$ cat config.mk
export PLATFORM = sky130hd
export DESIGN_NAME = vec_lsu_flat
export DESIGN_NICKNAME = d
export VERILOG_FILES = /design/src/rtl/vec_lsu_if.sv /design/src/rtl/vec_lsu.sv /design/src/flat_wrapper.sv
export SDC_FILE = /design/constraint.sdc
export NUM_CORES = 2
export LEC_CHECK = 0
export CORE_AREA = 3 3 529 531
export CTS_BUF_LIST = sky130_fd_sc_hd__clkbuf_4 sky130_fd_sc_hd__clkbuf_8 sky130_fd_sc_hd__clkbuf_16
export DETAILED_ROUTE_END_ITERATION = 10
export DIE_AREA = 0 0 532 534
export GPL_TIMING_DRIVEN = 0
export PLACE_DENSITY = 0.34
export SLEW_MARGIN = 20
export SYNTH_ARGS = -nofsm -noshare
export SYNTH_HDL_FRONTEND = slang
export SYNTH_SLANG_ARGS = --single-unit
export TNS_END_PERCENT = 50
$ cat constraint.sdc
create_clock -name clk -period 2.81 [get_ports clk]
set_input_delay 0.281 -clock clk [delete_from_list [all_inputs] [get_ports clk]]
set_output_delay 0.281 -clock clk [all_outputs]
set_load 0.02 [all_outputs]
$ cat src/rtl/vec_lsu_if.sv
// Request, memory-beat and writeback signals of the vector load/store unit.
// The slave modport is the LSU side; the master modport is the core/memory side.
interface vec_lsu_if #(
   parameter int unsigned LANES      = 16,
   parameter int unsigned DATA_W     = 32,
   parameter int unsigned ADDR_W     = 6,
   parameter int unsigned BEAT_LANES = 4,
   parameter int unsigned REG_AW     = 3
);
   localparam int unsigned NBEATS = LANES / BEAT_LANES;
   localparam int unsigned BW     = (NBEATS > 1) ? $clog2(NBEATS) : 1;

   logic                         req_valid;
   logic                         req_ready;
   logic                         req_is_store;
   logic [ADDR_W-1:0]            req_addr;
   logic [LANES-1:0]             req_mask;
   logic [LANES*DATA_W-1:0]      req_wdata;
   logic [REG_AW-1:0]            req_dest;
   logic                         mem_en;
   logic                         mem_we;
   logic [ADDR_W-1:0]            mem_row;
   logic [BW-1:0]                mem_beat;
   logic [BEAT_LANES*DATA_W-1:0] mem_wdata;
   logic [BEAT_LANES-1:0]        mem_wstrb;
   logic [BEAT_LANES*DATA_W-1:0] mem_rdata;
   logic                         wb_valid;
   logic [REG_AW-1:0]            wb_dest;
   logic [LANES*DATA_W-1:0]      wb_data;
   logic [LANES-1:0]             wb_mask;
   logic                         done;
   logic                         busy;

   modport master (
      output req_valid, req_is_store, req_addr, req_mask, req_wdata, req_dest, mem_rdata,
      input  req_ready, mem_en, mem_we, mem_row, mem_beat, mem_wdata, mem_wstrb,
      input  wb_valid, wb_dest, wb_data, wb_mask, done, busy
   );

   modport slave (
      input  req_valid, req_is_store, req_addr, req_mask, req_wdata, req_dest, mem_rdata,
      output req_ready, mem_en, mem_we, mem_row, mem_beat, mem_wdata, mem_wstrb,
      output wb_valid, wb_dest, wb_data, wb_mask, done, busy
   );
endinterface

$ cat src/rtl/vec_lsu.sv
// Vector load/store unit: moves one masked row per request as BEAT_LANES-wide memory beats,
// skipping all-zero beats, and assembles load data into a single masked writeback.
module vec_lsu #(
   parameter int unsigned LANES      = 16,
   parameter int unsigned DATA_W     = 32,
   parameter int unsigned ADDR_W     = 6,
   parameter int unsigned BEAT_LANES = 4,
   parameter int unsigned REG_AW     = 3
) (
   input logic       clk,
   input logic       rst_n,
   vec_lsu_if.slave  bus
);
   localparam int unsigned NBEATS    = LANES / BEAT_LANES;
   localparam int unsigned BW        = (NBEATS > 1) ? $clog2(NBEATS) : 1;
   localparam int unsigned BEAT_BITS = BEAT_LANES * DATA_W;

   if (LANES % BEAT_LANES != 0) begin : g_bad_cfg
      $error("vec_lsu: LANES must be a multiple of BEAT_LANES");
   end

   typedef enum logic [1:0] {StIdle, StIssue, StDrain, StDone} state_e;

   state_e                  state_q, state_d;
   logic [BW-1:0]           ptr_q, ptr_d;
   logic                    is_store_q;
   logic [ADDR_W-1:0]       addr_q;
   logic [LANES-1:0]        mask_q;
   logic [LANES*DATA_W-1:0] wdata_q;
   logic [REG_AW-1:0]       dest_q;
   logic [LANES*DATA_W-1:0] wb_data_q;
   logic                    cap_valid_q;
   logic [BW-1:0]           cap_beat_q;

   logic [NBEATS-1:0] req_act, cur_act;
   logic [BW-1:0]     first_beat, next_beat;
   logic              has_next;
   logic              accept;

   assign accept = (state_q == StIdle) && bus.req_valid;

   always_comb begin
      req_act    = '0;
      cur_act    = '0;
      first_beat = '0;
      next_beat  = '0;
      has_next   = 1'b0;
      for (int b = 0; b < NBEATS; b++) begin
         req_act[b] = |bus.req_mask[b*BEAT_LANES +: BEAT_LANES];
         cur_act[b] = |mask_q[b*BEAT_LANES +: BEAT_LANES];
      end
      // Descending scans leave the lowest qualifying beat selected.
      for (int b = NBEATS - 1; b >= 0; b--) begin
         if (req_act[b]) first_beat = BW'(b);
         if (cur_act[b] && (b > int'(ptr_q))) begin
            next_beat = BW'(b);
            has_next  = 1'b1;
         end
      end
   end

   always_ff @(posedge clk or negedge rst_n) begin
      if (!rst_n) begin
         state_q <= StIdle;
         ptr_q   <= '0;
      end else begin
         state_q <= state_d;
         ptr_q   <= ptr_d;
      end
   end

   always_comb begin
      state_d = state_q;
      ptr_d   = ptr_q;
      unique case (state_q)
         StIdle: begin
            if (bus.req_valid) begin
               if (req_act == '0) begin
                  state_d = StDone;
               end else begin
                  state_d = StIssue;
                  ptr_d   = first_beat;
               end
            end
         end
         StIssue: begin
            if (has_next) ptr_d = next_beat;
            else          state_d = is_store_q ? StDone : StDrain;
         end
         StDrain: state_d = StDone;
         StDone:  state_d = StIdle;
         default: state_d = StIdle;
      endcase
   end

   always_comb begin
      bus.req_ready = (state_q == StIdle);
      bus.busy      = (state_q != StIdle);
      bus.mem_en    = 1'b0;
      bus.mem_we    = 1'b0;
      bus.mem_row   = '0;
      bus.mem_beat  = '0;
      bus.mem_wstrb = '0;
      bus.mem_wdata = '0;
      bus.done      = (state_q == StDone);
      bus.wb_valid  = (state_q == StDone) && !is_store_q;
      if (state_q == StIssue) begin
         bus.mem_en   = 1'b1;
         bus.mem_we   = is_store_q;
         bus.mem_row  = addr_q;
         bus.mem_beat = ptr_q;
         for (int b = 0; b < NBEATS; b++) begin
            if (ptr_q == BW'(b)) begin
               bus.mem_wstrb = mask_q[b*BEAT_LANES +: BEAT_LANES];
               bus.mem_wdata = wdata_q[b*BEAT_BITS +: BEAT_BITS];
            end
         end
      end
   end

   assign bus.wb_dest = dest_q;
   assign bus.wb_mask = mask_q;
   assign bus.wb_data = wb_data_q;

   // Read data arrives one cycle after issue, so capture trails ISSUE by one beat.
   always_ff @(posedge clk or negedge rst_n) begin
      if (!rst_n) begin
         is_store_q  <= 1'b0;
         addr_q      <= '0;
         mask_q      <= '0;
         wdata_q     <= '0;
         dest_q      <= '0;
         wb_data_q   <= '0;
         cap_valid_q <= 1'b0;
         cap_beat_q  <= '0;
      end else begin
         cap_valid_q <= (state_q == StIssue) && !is_store_q;
         cap_beat_q  <= ptr_q;
         if (accept) begin
            is_store_q <= bus.req_is_store;
            addr_q     <= bus.req_addr;
            mask_q     <= bus.req_mask;
            wdata_q    <= bus.req_wdata;
            dest_q     <= bus.req_dest;
            wb_data_q  <= '0;
         end else if (cap_valid_q) begin
            for (int b = 0; b < NBEATS; b++) begin
               for (int j = 0; j < BEAT_LANES; j++) begin
                  if ((cap_beat_q == BW'(b)) && mask_q[b*BEAT_LANES + j]) begin
                     wb_data_q[(b*BEAT_LANES + j)*DATA_W +: DATA_W] <=
                        bus.mem_rdata[j*DATA_W +: DATA_W];
                  end
               end
            end
         end
      end
   end
endmodule

$ cat src/flat_wrapper.sv
// flat-port wrapper written by rule: the top's interface ports become plain ports
module vec_lsu_flat 
#(
   parameter int unsigned LANES      = 16,
   parameter int unsigned DATA_W     = 32,
   parameter int unsigned ADDR_W     = 6,
   parameter int unsigned BEAT_LANES = 4,
   parameter int unsigned REG_AW     = 3
)
  (clk, rst_n, bus_req_valid, bus_req_is_store, bus_req_addr, bus_req_mask, bus_req_wdata, bus_req_dest, bus_mem_rdata, bus_req_ready, bus_mem_en, bus_mem_we, bus_mem_row, bus_mem_beat, bus_mem_wdata, bus_mem_wstrb, bus_wb_valid, bus_wb_dest, bus_wb_data, bus_wb_mask, bus_done, bus_busy);
  vec_lsu_if #(.LANES(LANES), .DATA_W(DATA_W), .ADDR_W(ADDR_W), .BEAT_LANES(BEAT_LANES), .REG_AW(REG_AW)) bus_i ();
  input logic clk;
  input logic rst_n;
  input wire logic [$bits(bus_i.req_valid)-1:0] bus_req_valid;
  input wire logic [$bits(bus_i.req_is_store)-1:0] bus_req_is_store;
  input wire logic [$bits(bus_i.req_addr)-1:0] bus_req_addr;
  input wire logic [$bits(bus_i.req_mask)-1:0] bus_req_mask;
  input wire logic [$bits(bus_i.req_wdata)-1:0] bus_req_wdata;
  input wire logic [$bits(bus_i.req_dest)-1:0] bus_req_dest;
  input wire logic [$bits(bus_i.mem_rdata)-1:0] bus_mem_rdata;
  output wire logic [$bits(bus_i.req_ready)-1:0] bus_req_ready;
  output wire logic [$bits(bus_i.mem_en)-1:0] bus_mem_en;
  output wire logic [$bits(bus_i.mem_we)-1:0] bus_mem_we;
  output wire logic [$bits(bus_i.mem_row)-1:0] bus_mem_row;
  output wire logic [$bits(bus_i.mem_beat)-1:0] bus_mem_beat;
  output wire logic [$bits(bus_i.mem_wdata)-1:0] bus_mem_wdata;
  output wire logic [$bits(bus_i.mem_wstrb)-1:0] bus_mem_wstrb;
  output wire logic [$bits(bus_i.wb_valid)-1:0] bus_wb_valid;
  output wire logic [$bits(bus_i.wb_dest)-1:0] bus_wb_dest;
  output wire logic [$bits(bus_i.wb_data)-1:0] bus_wb_data;
  output wire logic [$bits(bus_i.wb_mask)-1:0] bus_wb_mask;
  output wire logic [$bits(bus_i.done)-1:0] bus_done;
  output wire logic [$bits(bus_i.busy)-1:0] bus_busy;
  assign bus_i.req_valid = bus_req_valid;
  assign bus_i.req_is_store = bus_req_is_store;
  assign bus_i.req_addr = bus_req_addr;
  assign bus_i.req_mask = bus_req_mask;
  assign bus_i.req_wdata = bus_req_wdata;
  assign bus_i.req_dest = bus_req_dest;
  assign bus_i.mem_rdata = bus_mem_rdata;
  assign bus_req_ready = bus_i.req_ready;
  assign bus_mem_en = bus_i.mem_en;
  assign bus_mem_we = bus_i.mem_we;
  assign bus_mem_row = bus_i.mem_row;
  assign bus_mem_beat = bus_i.mem_beat;
  assign bus_mem_wdata = bus_i.mem_wdata;
  assign bus_mem_wstrb = bus_i.mem_wstrb;
  assign bus_wb_valid = bus_i.wb_valid;
  assign bus_wb_dest = bus_i.wb_dest;
  assign bus_wb_data = bus_i.wb_data;
  assign bus_wb_mask = bus_i.wb_mask;
  assign bus_done = bus_i.done;
  assign bus_busy = bus_i.busy;
  vec_lsu #(.LANES(LANES), .DATA_W(DATA_W), .ADDR_W(ADDR_W), .BEAT_LANES(BEAT_LANES), .REG_AW(REG_AW)) u_core (.clk(clk), .rst_n(rst_n), .bus(bus_i));
endmodule
==> flow_metrics.env <==
export IMPL_dieWidth_um=532
export IMPL_ys_seq_elements=1057
export IMPL_status="complete, but fails checks"
export IMPL_synth_fp_nets=5569
export IMPL_post_drt_wl_per_cell_um=26.7
export IMPL_cts_tree="done"
export IMPL_slew_viol_final=0
export IMPL_ys_seq_area_share_pct=59.1
export IMPL_grt_total_usage_pct=19.5
export IMPL_path_buf_inv=6
export IMPL_grt_pass1_vias=45100
export IMPL_synth_commonest_cells="2656 x nand2_1, 1057 x dfrtp_1, 417 x a21oi_1"
export IMPL_syn_avg_cell_area_um2=9.13
export IMPL_worst_path_most_repeated_cell="buf_12"
export IMPL_design_area_mm2=0.0735
export IMPL_dieArea_mm2=0.284
export IMPL_syn_cell_area_mm2=0.0447
export IMPL_drt_iter0_drc=2428
export IMPL_ios=1346
export IMPL_setup_viol=77
export IMPL_root_buffer="clkbuf_16"
export IMPL_cts_buffers_inserted=144
export IMPL_worstSetupStartpointType="register"
export IMPL_chipHeight_um=534
export IMPL_worstPathMaxFanout=5
export IMPL_crit_chain="buf_12 > buf_12 > buf_16 > buf_8 > buf_4 > mux4_2 > and2_1 > buf_2"
export IMPL_finalHoldViolations=0
export IMPL_area_growth_pct=64.2
export IMPL_final_layout_size_suffix_gt1_share_pct=13.6
export IMPL_leakage_nw=33.1
export IMPL_htree_levels=4
export IMPL_post_place_ws_ps=-1270
export IMPL_yosys_area_top_type="dfrtp_1"
export IMPL_ant_nets=0
export IMPL_ys_types=37
export IMPL_critical_path_top_delay_family="buffers and inverters"
export IMPL_start_util_pct=16.2
export IMPL_min_period_ps=2970
export IMPL_num_nets_final=7448
export IMPL_io_buffers=1345
export IMPL_grt_overflow=0
export IMPL_register_area_mm2=0.0265
export IMPL_fillers=29800
export IMPL_vdd_drop_max_uv=487
export IMPL_fin_ws_ps=-164
export IMPL_placed_area_mm2=0.0634
export IMPL_fin_worst_skew_ps=37.9
export IMPL_rsz0062_at_grt="true"
export IMPL_worst_pin_slew_ps=889
export IMPL_grt_max_degree=123
export IMPL_power_per_cell_area_mw_per_mm2=1150
export IMPL_ys_warn_count=0
export IMPL_drc=0
export IMPL_antenna_found_initial=86
export IMPL_timing_hold_ws_ps=79.1
export IMPL_clock_fmax_mhz=336
export IMPL_slew_headroom_pct=40.7
export IMPL_hold_class="in2reg"
export IMPL_violations="negative setup slack"
export IMPL_endpoint_kind="output pin"
export IMPL_rows=193
export IMPL_required_ps=2530
export IMPL_coreArea_mm2=0.276
export IMPL_cts_sinks=1057
export IMPL_synth_edf_count=0
export IMPL_yosys_top_cells_area="dfrtp_1 59%, nand2_1 22%, mux4_2 6.6%"
export IMPL_synth_flop_cell="dfrtp_1"
export IMPL_synth_most_common_cell="nand2_1"
export IMPL_maxCapViolations=0
export IMPL_num_vias=42600
export IMPL_synthArstFlopShare_pct=100
export IMPL_routed_via_density=4.01
export IMPL_period_share_pct=106
export IMPL_wirelength_um=284000
export IMPL_critical_path_max_stage_delay_ps=470
export IMPL_arrival_ps=2690
export IMPL_synth_cells=4896
export IMPL_multi_input_area_mm2=0.0171
export IMPL_hpwl_um=223000
export IMPL_critPathSlowestCell="mux4_2"
export IMPL_netlist_area_leader_share_pct=59.1
export IMPL_grt_pass1_wl_um=388000
export IMPL_clock_latency_ps=770
export IMPL_clkSlewWorstSetupHoldPaths_ps=60
export IMPL_gp_congestion=0.849
export IMPL_critPathKind="reg2out"
export IMPL_clk_path_buf_depth=3
export IMPL_fin_util_pct=26.6
export IMPL_first_pass_iters=5
export IMPL_fin_total_pwr_w=0.0846
export IMPL_r2r_slack_ps=120
-- state kept, by name, indices dropped and copies added, names as in the netlist --
register / count
u_core.state_q: 2
u_core.bus.wb_dest: 3
u_core.bus.wb_mask: 16
u_core.is_store_q: 1
u_core.ptr_q: 2
u_core.cap_valid_q: 1
u_core.wdata_q: 512
u_core.cap_beat_q: 2
u_core.bus.wb_data: 512
u_core.addr_q: 6
-- stage by stage --
stage	instances	setup TNS, ps
3_3_place_gp	9946	-
5_1_grt	10600	-27650
6_report	10600	-5610
4_1_cts	10600	-65430
2_1_floorplan	4896	0
3_5_place_dp	9968	-494580
-- cells in the final DEF (no fill, tap or decap), types with 4 or more instances in the layout --
| cell | count |
|---|---|
| a21oi_1 | 417 |
| nor4_1 | 4 |
| and2_1 | 57 |
| clkbuf_2 | 72 |
| clkbuf_8 | 31 |
| buf_6 | 119 |
| clkinv_2 | 18 |
| dlygate4sd3_1 | 290 |
| clkinv_8 | 4 |
| dlymetal6s2s_1 | 7 |
| clkinv_16 | 4 |
| buf_1 | 5 |
| buf_2 | 101 |
| clkbuf_1 | 122 |
| buf_8 | 12 |
| clkbuf_4 | 58 |
| o21ai_0 | 96 |
| buf_16 | 27 |
| dfrtp_1 | 1054 |
| clkbuf_16 | 155 |
| clkinvlp_4 | 4 |
| bufinv_16 | 8 |
| clkdlybuf4s50_1 | 1202 |
| buf_4 | 38 |
| diode_2 | 38 |
| and2_4 | 97 |
| mux4_2 | 132 |
| buf_12 | 40 |
| nand2_1 | 2656 |
-- layout make-up --
| type | instances | area share, % |
|---|---|---|
| inverter | 4 | 0.0204 |
| timing repair buffer | 1737 | 24.6 |
| buffer | 331 | 2.75 |
| antenna | 38 | 0.129 |
| sequential | 1057 | 36.0 |
| clock inverter | 43 | 0.848 |
| clock buffer | 215 | 5.94 |
| multi-input combinational | 3500 | 23.3 |
| tap | 3705 | 6.31 |
-- worst paths after layout --
path | end | depth (start not counted) | start
max in group asynchronous | u_core.bus.wb_data[468] | 6 | rst_n
max reg2reg | u_core.bus.wb_data[346] | 9 | u_core.state_q[0]
min reg2reg | u_core.cap_beat_q[1] | 0 | u_core.ptr_q[1]
max | bus_mem_wdata[13] | 8 | u_core.ptr_q[0]
min | u_core.wdata_q[362] | 3 | bus_req_wdata[362]
min in group asynchronous | u_core.wdata_q[333] | 3 | rst_n
-- tightest hold or removal path, cell delays in order --
cell	delay (ps)
clkdlybuf4s50_1	410
nand2_1	60
nand2_1	40
-- kinds of logic (layout without fill, tap and decap cells) --
logic type      count (synthesis)  in the layout  share of synthesized area [%]
buf+inv                       339           2330                           3.14
fa+ha+maj                       4              4                          0.112
mux                           134            134                           6.69
flops                        1057           1057                           59.1
other cells                     0             38                              0
simple gates                 2835           2835                           24.9
compound gates                527            527                           6.06
-- what timing repair did --
action	4_1_cts	5_1_grt
hold buffers	291	0
endpoints found under the setup margin	1084	819
gates cloned	8	1
endpoints found under the hold margin	517	0
setup buffers	34	42
pin swaps	26	50
resized for setup	757	503
-- report_power, final --
| part | switching (W) | total (W) | internal (W) |
|---|---|---|---|
| Clock | 0.00791 | 0.0195 | 0.0116 |
| Sequential | 0.00406 | 0.0256 | 0.0215 |
| Combinational | 0.0226 | 0.0395 | 0.0170 |
| Total | 0.0345 | 0.0846 | 0.0501 |
-- layer usage --
| layer | share of wire (%) | global-route usage, % | vias up |
|---|---|---|---|
| met5 | 0.14 | 0 | - |
| met4 | 2.7 | 4.80 | 62 |
| met3 | 6.9 | 5.62 | 371 |
| met2 | 49 | 33.7 | 1417 |
| met1 | 41 | 23.7 | 21300 |
| li1 | - | - | 19400 |
(Power assumes the default switching activity.)
